$ cat config.mk
export PLATFORM = sky130hd
export DESIGN_NAME = prio_irq_ctrl
export DESIGN_NICKNAME = d
export VERILOG_FILES = /design/src/rtl/prio_irq_ctrl.sv
export SDC_FILE = /design/constraint.sdc
export NUM_CORES = 1
export LEC_CHECK = 0
export ABC_AREA = 1
export CAP_MARGIN = 20
export CELL_PAD_IN_SITES_DETAIL_PLACEMENT = 1
export CELL_PAD_IN_SITES_GLOBAL_PLACEMENT = 2
export CORE_MARGIN = 2
export CORE_UTILIZATION = 36
export DETAILED_ROUTE_END_ITERATION = 6
export DONT_BUFFER_PORTS = 1
export PLACE_DENSITY = 0.77
export SLEW_MARGIN = 20
export SYNTH_ARGS = -nofsm -noshare
export SYNTH_HDL_FRONTEND = slang
export SYNTH_SLANG_ARGS = --single-unit
$ cat constraint.sdc
create_clock -name clk -period 3.2 [get_ports clk]
set_input_delay 0.48 -clock clk [delete_from_list [all_inputs] [get_ports clk]]
set_output_delay 0.48 -clock clk [all_outputs]
set_load 0.01 [all_outputs]
$ cat src/rtl/prio_irq_ctrl.sv
// rtl/prio_irq_ctrl.sv - fixed-priority edge-capturing interrupt controller
//
// Captures rising edges on irq_in into pending, picks the lowest-index
// unmasked pending line and presents it to one consumer through an
// irq_out/ack/eoi handshake. Only one interrupt is outstanding at a time.
//
// Ports:
//   clk        rising-edge clock
//   rst        asynchronous active-high reset
//   irq_in     raw interrupt lines (rising edge raises a request)
//   mask       1 = line blocked from selection (capture still happens)
//   irq_out    interrupt presented to consumer
//   irq_id     index of presented / in-service interrupt
//   in_service consumer has acked and not yet issued eoi
//   pending    captured, not-yet-acked requests
//   ack        consumer accepts the presented interrupt
//   eoi        consumer finished servicing
//   timeout    one-cycle pulse when an unacked request is abandoned
//
// Optional feature: define IRQ_TIMEOUT_EN to abandon a request after
// ACK_TIMEOUT cycles in REQ without ack. Undefined, timeout is tied 0.

module prio_irq_ctrl #(
  parameter int N_IRQ       = 8,
  parameter int ID_W        = $clog2(N_IRQ),
  parameter int ACK_TIMEOUT = 16
) (
  input  logic             clk,
  input  logic             rst,
  input  logic [N_IRQ-1:0] irq_in,
  input  logic [N_IRQ-1:0] mask,
  output logic             irq_out,
  output logic [ID_W-1:0]  irq_id,
  output logic             in_service,
  output logic [N_IRQ-1:0] pending,
  input  logic             ack,
  input  logic             eoi,
  output logic             timeout
);

  typedef enum logic [1:0] {
    IDLE    = 2'd0,
    REQ     = 2'd1,
    SERVICE = 2'd2
  } state_t;

  state_t           state;
  logic [N_IRQ-1:0] irq_prev;
  logic [N_IRQ-1:0] eligible;
  logic [N_IRQ-1:0] clr;
  logic [ID_W-1:0]  winner;

  assign eligible = pending & ~mask;

  // Scan from the top down so the lowest set index is the last to win.
  always_comb begin
    winner = '0;
    for (int i = N_IRQ - 1; i >= 0; i--) begin
      if (eligible[i]) winner = ID_W'(i);
    end
  end

  // The accepted line leaves pending on the ack cycle.
  always_comb begin
    clr = '0;
    if (state == REQ && ack) clr[irq_id] = 1'b1;
  end

  // A fresh edge on the same cycle as its clear keeps the bit set.
  always_ff @(posedge clk or posedge rst) begin
    if (rst) begin
      irq_prev <= '0;
      pending  <= '0;
    end else begin
      irq_prev <= irq_in;
      pending  <= (pending & ~clr) | (irq_in & ~irq_prev);
    end
  end

`ifdef IRQ_TIMEOUT_EN
  localparam int CNT_W = $clog2(ACK_TIMEOUT + 1);
  logic [CNT_W-1:0] cnt;
`else
  logic unused_timeout_cfg;
  assign unused_timeout_cfg = (ACK_TIMEOUT > 0);
  assign timeout = 1'b0;
`endif

  always_ff @(posedge clk or posedge rst) begin
    if (rst) begin
      state      <= IDLE;
      irq_out    <= 1'b0;
      irq_id     <= '0;
      in_service <= 1'b0;
`ifdef IRQ_TIMEOUT_EN
      cnt        <= '0;
      timeout    <= 1'b0;
`endif
    end else begin
`ifdef IRQ_TIMEOUT_EN
      timeout <= 1'b0;
`endif
      case (state)
        IDLE: begin
          if (|eligible) begin
            irq_id  <= winner;
            irq_out <= 1'b1;
            state   <= REQ;
`ifdef IRQ_TIMEOUT_EN
            cnt     <= '0;
`endif
          end
        end
        REQ: begin
          // No preemption and no retraction on mask: irq_id holds until ack.
          if (ack) begin
            irq_out    <= 1'b0;
            in_service <= 1'b1;
            state      <= SERVICE;
          end
`ifdef IRQ_TIMEOUT_EN
          // This cycle is the ACK_TIMEOUT-th unacked REQ cycle; pending
          // is left set so the line is offered again.
          else if (cnt == CNT_W'(ACK_TIMEOUT - 1)) begin
            irq_out <= 1'b0;
            timeout <= 1'b1;
            state   <= IDLE;
          end else begin
            cnt <= cnt + 1'b1;
          end
`endif
        end
        SERVICE: begin
          if (eoi) begin
            in_service <= 1'b0;
            state      <= IDLE;
          end
        end
        default: state <= IDLE;
      endcase
    end
  end

endmodule

==> results of run 1 <==
flip-flops by register name, indices dropped and copies added (netlist names):
name and count:
in_service 1, state 2, irq_id 3, irq_prev 8, irq_out 1, pending 8
metrics by stage:
step | util | power [mW] | instance area, um^2 | hold slack, ns
6_report | 0.391 | 0.824 | 1060 | 0.180
5_1_grt | 0.391 | 0.901 | 1060 | 0.148
4_1_cts | 0.391 | 0.845 | 1060 | 0.169
3_5_place_dp | 0.381 | 0.706 | 1030 | 0.406
3_3_place_gp | 0.381 | 0.697 | 1030 | 0.394
2_1_floorplan | - | 0.636 | 1000 | 0.392
power by group:
| group | switching, mW | leakage [nW] | internal [mW] |
|---|---|---|---|
| logic | 0.151 | 0.298 | 0.0860 |
| registers | 0.0927 | 0.249 | 0.360 |
| clock network | 0.0855 | 0.0150 | 0.0486 |
| total | 0.329 | 0.563 | 0.494 |
layout make-up:
class | count | area [um^2] | share of cell area
Sequential cell | 23 | 576 | 0.543
Clock buffer | 4 | 26.3 | 0.0248
Multi-Input combinational cell | 67 | 322 | 0.303
Tap cell | 31 | 38.8 | 0.0366
Inverter | 26 | 97.6 | 0.0921
how the worst min path moves through the flow:
stage,start,to,slack [ns],depth (start not counted)
6_report,irq_in[5],irq_prev[5],0.18,0
5_1_grt,irq_in[4],irq_prev[4],0.15,0
4_1_cts,irq_in[7],irq_prev[7],0.17,0
3_5_place_dp,irq_prev[4],pending[4],0.41,1
3_3_place_gp,irq_prev[4],pending[4],0.39,1
2_1_floorplan,irq_prev[0],pending[0],0.39,1
placed cells by master (no fill, tap or decap):
cell | Yosys | layout
sky130_fd_sc_hd__nand2_1 | 32 | 32
sky130_fd_sc_hd__inv_1 | 24 | 24
sky130_fd_sc_hd__dfrtp_1 | 23 | 23
sky130_fd_sc_hd__o21ai_1 | 19 | 19
sky130_fd_sc_hd__nor2_1 | 5 | 5
sky130_fd_sc_hd__clkbuf_4 | 0 | 3
sky130_fd_sc_hd__a21oi_1 | 2 | 2
sky130_fd_sc_hd__inv_2 | 2 | 2
sky130_fd_sc_hd__nand2_4 | 2 | 2
sky130_fd_sc_hd__o21ai_0 | 2 | 2
sky130_fd_sc_hd__o21bai_1 | 1 | 1
sky130_fd_sc_hd__or2_4 | 1 | 1
sky130_fd_sc_hd__nor2_8 | 1 | 1
sky130_fd_sc_hd__nor3_1 | 1 | 1
sky130_fd_sc_hd__conb_1 | 1 | 1
sky130_fd_sc_hd__clkbuf_1 | 0 | 1
cell families after synthesis:
family          share of synthesized area
compound gates                      0.122
other cells                       0.00374
flops                               0.574
simple gates                        0.195
buf+inv                             0.105
metal layers:
metal | global-route usage | wire (um) | vias up
met1 | 0.189 | 924 | 344
li1 | - | - | 355
met5 | 0 | 0 | -
met4 | 0.0598 | 43 | 0
met2 | 0.239 | 979 | 19
met3 | 0.0276 | 106 | 5
worst register-to-register path, delay by kind of cell, from the launching register on:
kind,cells,cell delay (ns)
compound gates,2,0.23
flops,1,0.43
simple gates,3,0.51
==> results.txt, run 1 <==
The fraction of final layout cells sized beyond drive strength 1 is 0.0750. The count of antenna diodes in the layout came out at 0. The first global-routing pass estimated between 3000 and 4000 um of wire.

In this run, post-CTS repair resized a total of 0 instances. After synthesis, the mean cell area works out to approximately 8.6 um^2. Yosys attributes the largest share of cell area to sky130_fd_sc_hd__dfrtp_1, sky130_fd_sc_hd__nand2_1, sky130_fd_sc_hd__o21ai_1, sky130_fd_sc_hd__inv_1, sky130_fd_sc_hd__nand2_4. The die outline area came out at between 0.003 and 0.004 mm^2.

The length of the first detailed-routing pass in iterations is 4. Summing every instance area after synthesis gives roughly 0.0010 mm^2. The vertical die dimension came out at between 50 and 60 um. Measured in cells, the most critical reg-to-reg path has a length of 5. The clock-pin slew on the worst setup and hold paths is between 0.1 and 0.15 ns. The share of synthesized area occupied by flip-flops and latches is 0.574. The class of the most critical hold timing path is in -> reg. The final antenna-violating net count came out at 0. At the end of routability-driven placement, the weighted congestion stood at ~0.76. The count of buffers added by post-CTS timing repair for setup came out at 0. The post-synthesis cell type with the largest combined area is sky130_fd_sc_hd__dfrtp_1. In this run the number of H-tree levels came out at 1.

The hold buffer count at CTS came out at 0. Setup violations remaining at the end of the flow were counted as 0. The number of enable-type register cells in the synthesized netlist is 0. The die is ~57 um wide. TritonCTS built the clock tree. Data on the critical path arrives at its endpoint at roughly 0.82 ns. The count of unique library cells instantiated by Yosys is 15.

At the pin with the least slew margin, the transition time is about 0.90 ns. No sink is reached through more buffers than the 2 on the longest clock path. The count of unresolved DRC violations after routing is 0. The clock net sink count is 23. The depth of the critical timing path with buffers and inverters included came out at 0. The worst slew margin relative to its limit is 0.401. The startpoint of the worst setup timing path is irq_id[1]. The data required time of the worst path came out at between 2 and 3 ns. The static leakage came out at around 0.56 nW. The slack of the worst reg-to-reg path is ~1.9 ns. The via count of the first global-routing pass is between 700 and 800. The critical path is of the reg -> out type. The post-DP HPWL came out at ~1700 um. The final cell count without fillers is 151. The peak supply drop came out at between 300 and 400 uV. The fraction of synthesized cell area taken by the top area cell type came out at 0.574. The async set-reset flop share out of synthesis is 1.00. The power density over the cells is between 700 and 800 mW/mm^2. The clock arrives with about 0.0073 ns of skew. CTS placed an instance of sky130_fd_sc_hd__clkbuf_4 at the clock tree root.

The overflow left after global routing is 0. The count of yosys warnings during synthesis is 0. The layout-stage area growth over the synthesis result came out at 5.74%.

The count of max-cap constraint violations is 0. The worst setup slack after layout is roughly 1.9 ns. Once placement completed, the tool counted placed cells totaling 147. The later-pin clock latency in the skew report is roughly 0.31 ns. The type of element capturing the critical path is a primary output.

The peak fanout along the critical path came out at 5. The initialized floorplan defines 19 standard-cell rows. The fill cell total of the finished layout is about 340. The post-synthesis cell count is between 100 and 150. The launch point of the worst reg-to-reg path is state[1]. The largest net degree at the start of global routing is 24. The most common cell in the synthesized netlist is sky130_fd_sc_hd__nand2_1. The number of nets in the final layout came out at between 100 and 150. The flow ran to the end, and the final reports show no timing, DRC or antenna violations.

In this run the critical register-to-register path is captured at pending[2]. The aggregate negative setup slack came out at 0 ns. The vias after detailed routing is roughly 720. Setup repair after global routing left no endpoint under its margin.

The starting utilization of the core area came out at 0.370. The detailed router finished its first iteration with 12 violations. The initial antenna violation count is 0. The CTS buffer count came out at 3.

The global-route usage over all layers came out at 0.146. The count of final max-slew check failures is 0. For this run, the leading register cell type out of synthesis is sky130_fd_sc_hd__dfrtp_1. In this run the standard cell core region covers 0.00271 mm^2.

The number of endpoints with negative hold slack in the final report is 0. The routed wire length is between 2000 and 2500 um. The most critical setup path has its endpoint at irq_id[1]. The net count after synthesis is between 100 and 150. In the finished design, the share of the clock period the worst path needs comes to 0.405. The mean routed wirelength per cell is about 14 um.

The number of vias per cell is approximately 4.8. The post-synthesis register bit count came out at 23. Counting instances in the post-synthesis netlist gives the leading cell types as sky130_fd_sc_hd__nand2_1, sky130_fd_sc_hd__inv_1, sky130_fd_sc_hd__dfrtp_1. The number of I/O pins came out at 34.

The worst path needs about 1.3 ns of the cycle, external delays included. The setup slack after placement is ~1.9 ns. The number of port buffers is 0. The worst setup path is launched from a flip-flop. The highest attainable clock frequency came out at between 700 and 800 MHz.
Note: power is estimated with default switching activity, not from simulation.
==> run 2, diff against run 1 <==
CORE_UTILIZATION = 30   (was 36)
PLACE_DENSITY = 0.68   (was 0.77)
clock period = 1.1 ns   (was 3.2 ns; I/O delays follow)
==> run 2 against run 1 <==
Compared with the run above: the flow now finishes with violations (negative setup slack); combinational power rose to 6.9 times the previous value; sequential share of layout area down 17 points; wire length up 32%; clock skew up 0.0022 ns; setup slack worse by 2.0 ns; clock power rose to 3.1 times the previous value; register-to-register slack worse by 2.0 ns; flip-flop and latch count unchanged; critical path depth up 5; largest cell class unchanged.
==> results.txt, run 2 (synthesis results as in run 1) <==
The length of the first detailed-routing pass in iterations is 3 (-1). The via count of the first global-routing pass came out at 953 (+21%). The routed wire length came out at 2710 um (+32%). The overall power of the completed layout came to 3.27 mW (+300%). The maximum cell stage delay along the critical path is between 0.4 and 0.5 ns. The worst setup skew after layout came out at 0.00949 ns (+0.00220 ns).

The global-route usage over all layers is 0.160 (+0.0141). The number of port buffers came out at 0 (unchanged). The worst path arrival time came to 1.42 ns (+0.60 ns). The portion of total power attributed to the clock network is 0.127 (-0.036). The smallest clock period supported by the final layout is computed as approximately 1.2 ns. The largest net degree at the start of global routing came out at 24 (unchanged). The commonest non-fill, non-tap cell in the layout is sky130_fd_sc_hd__inv_1. The setup violation total in the final timing report is 12 (+12).

The setup slack after placement came out at -0.154 ns (-2.07 ns). The placed standard-cell area came out at 0.00120 mm^2 (+16%). The count of antenna diodes in the layout came out at 0 (unchanged). The number of endpoints with negative hold slack in the final report is 0 (unchanged).

The worst setup path is launched from a flip-flop. The layout-stage area growth over the synthesis result came out at 55.1%. The start-to-end type of the worst setup path is reg -> reg.

The mean routed wirelength per cell is 13.1 um (-3.4%). The initial antenna violation count came out at 0 (unchanged). The violation count after the first detailed-routing iteration came out at 12 (unchanged). The count of final max-slew check failures is 0 (unchanged). The flow ran to the end, but the final reports show violations.

TritonCTS built the clock tree. The later-pin clock latency in the skew report was 0.32 ns (about the same). The vertical die dimension came out at 61.8 um (+8.9%). The H-tree level count is 1 (unchanged). The post-DP HPWL was 1850 um (+12%). The first-pass GRT wire length came out at 4330 um (+22%). The clock net sink count is 23 (unchanged). The power density over the cells was 2110 mW/mm^2 (+170%). The clock-pin slew on the worst setup and hold paths came to 0.14 ns (about the same).

The peak supply drop came to 804 uV (+130%). The number of placement rows is 20 (+1). The post-route standard cell area excluding fillers is 0.00155 mm^2 (+47%). The total core area is 0.00313 mm^2 (+15%). The buffer depth of the longest clock path came out at 2 (unchanged).

The final antenna-violating net count came out at 0 (unchanged). The fraction of power spent switching nets came out at 0.389 (-0.0101). In the finished design, the share of the clock period the worst path needs comes to 1.10. The starting utilization of the core area came out at 0.320 (-0.0494).

The worst setup slack after layout came out at -0.114 ns (-2.02 ns). The CTS buffer count came out at 3 (unchanged). The top cell types in the final layout, fill and taps aside, are sky130_fd_sc_hd__inv_1, sky130_fd_sc_hd__dfrtp_1, sky130_fd_sc_hd__buf_4, sky130_fd_sc_hd__nand2_1. Walking the worst path, the cells encountered are or2_4, nor2_8, nand2_4, o21ai_2, o21ai_1. The peak fanout along the critical path came to 4 (-1). The worst setup path is captured at a flip-flop. The number of I/O pins is 34 (unchanged). The data required time of the worst path came out at 1.31 ns (-1.41 ns). The fill cell total of the finished layout was 367 (+8.3%). The reported net switching power came out at 1.27 mW (+290%). The fraction of final layout cells sized beyond drive strength 1 is 0.407 (+0.332).

The final weighted congestion in routability-driven placement is 0.719 (-5.7%). In the final layout, the registers with the most flip-flops are irq_prev x8, pending x8, irq_id x3. The die outline area is 0.00382 mm^2 (+19%).

The number of vias per cell is 4.38 (-8.4%). The slowest stage of the critical path is the sky130_fd_sc_hd__dfrtp_1 cell. The register share of total power was 0.375 (-0.175).

The overflow left after global routing was 0 (unchanged). The buffer type at the clock tree root is sky130_fd_sc_hd__clkbuf_4. The internal power summed over all cells is 2.00 mW (+300%). The worst hold path belongs to the class in -> reg.

Setup repair after global routing could not meet its margin everywhere. The count of max-cap constraint violations is 0 (unchanged). The number of nets in the final layout came out at 183 (+30%). The dominant delay contributor by cell family on the critical path is simple AND/OR/NAND/NOR gates. The static leakage is 0.792 nW (+41%). The checks that failed: negative setup slack. The post-route core utilization was 0.497 (+0.106). Based on the critical path, the design can be clocked at up to ~800 MHz.

The power share of the combinational group is 0.498 (+0.210). The count of unresolved DRC violations after routing is 0 (unchanged). The die extent in x came out at 61.8 um (+8.9%). The vias after detailed routing is 903 (+25%). The total buffers and inverters traversed by the critical path is 0.
-- run 2: cell count changes in the layout (fill, tap and decap cells not counted), moves of 2 or more --
cell / previous run / this run
sky130_fd_sc_hd__o21ai_1: 19 / 11
sky130_fd_sc_hd__nor2_4: 0 / 2
sky130_fd_sc_hd__o21ai_2: 0 / 8
sky130_fd_sc_hd__dlygate4sd3_1: 0 / 11
sky130_fd_sc_hd__buf_6: 0 / 10
sky130_fd_sc_hd__nor2_1: 5 / 2
sky130_fd_sc_hd__nand2_1: 32 / 20
sky130_fd_sc_hd__nand2_4: 2 / 5
sky130_fd_sc_hd__buf_4: 0 / 21
sky130_fd_sc_hd__nand2_2: 0 / 9
-- run 2: worst paths after layout --
| check | startpoint | end | slack [ns] | depth (start not counted) |
|---|---|---|---|---|
| max | state[1] | pending[7] | -0.11 | 5 |
| min | eoi | in_service | 0.03 | 3 |
| max reg2reg | state[1] | pending[7] | -0.11 | 5 |
| min reg2reg | irq_prev[3] | pending[3] | 0.42 | 1 |
| max in group asynchronous | rst | irq_id[0] | 0.55 | 3 |
| min in group asynchronous | rst | pending[3] | 0.30 | 3 |
-- run 2: worst reg2reg max path: cells and delay by family, from the launching register on --
| family | cells | cell delay, ns |
|---|---|---|
| AOI/OAI and AO/OA | 2 | 0.21 |
| DFF | 1 | 0.41 |
| and+or+nand+nor | 3 | 0.49 |
-- run 2: layer usage --
layer | vias up | track usage | routed length [um]
met1 | 439 | 0.205 | 1140
met5 | - | 0 | 0
met2 | 18 | 0.271 | 1430
li1 | 442 | - | -
met3 | 4 | 0.0269 | 99
met4 | 0 | 0.0638 | 36
-- run 2: through the flow --
step | setup TNS [ns] | hold slack (ns) | cells
2_1_floorplan | -0.188 | 0.167 | 117
3_3_place_gp | -0.558 | 0.113 | 180
3_5_place_dp | -1.01 | 0.121 | 180
4_1_cts | -0.929 | 0.0293 | 201
5_1_grt | -2.01 | 0.0383 | 206
6_report | -1.01 | 0.0287 | 206
-- run 2: what timing repair did --
action / in CTS / in global routing
cloned: 0 / 0
hold buffers: 11 / 0
endpoints found under the setup margin: 16 / 21
resized for setup: 19 / 21
hold endpoints to repair: 41 / 0
pin swaps: 8 / 7
setup buffers: 7 / 5
-- run 2: area by class of cell --
| cell class | instances | area [um^2] | share of cell area |
|---|---|---|---|
| tap | 44 | 55.1 | 0.0354 |
| clock buffer | 4 | 26.3 | 0.0169 |
| timing repair buffer | 42 | 380 | 0.245 |
| sequential | 23 | 577 | 0.371 |
| multi-input combinational | 67 | 418 | 0.269 |
| inverter | 26 | 97.6 | 0.0628 |
-- run 2: power groups by stage --
stage	Combinational (mW)	Sequential [mW]	Clock, mW
finish	1.63	1.23	0.417
CTS	1.38	1.20	0.417
global placement	1.10	1.22	0
global route	1.79	1.26	0.465
detailed placement	1.13	1.23	0
floorplan	0.582	1.28	0
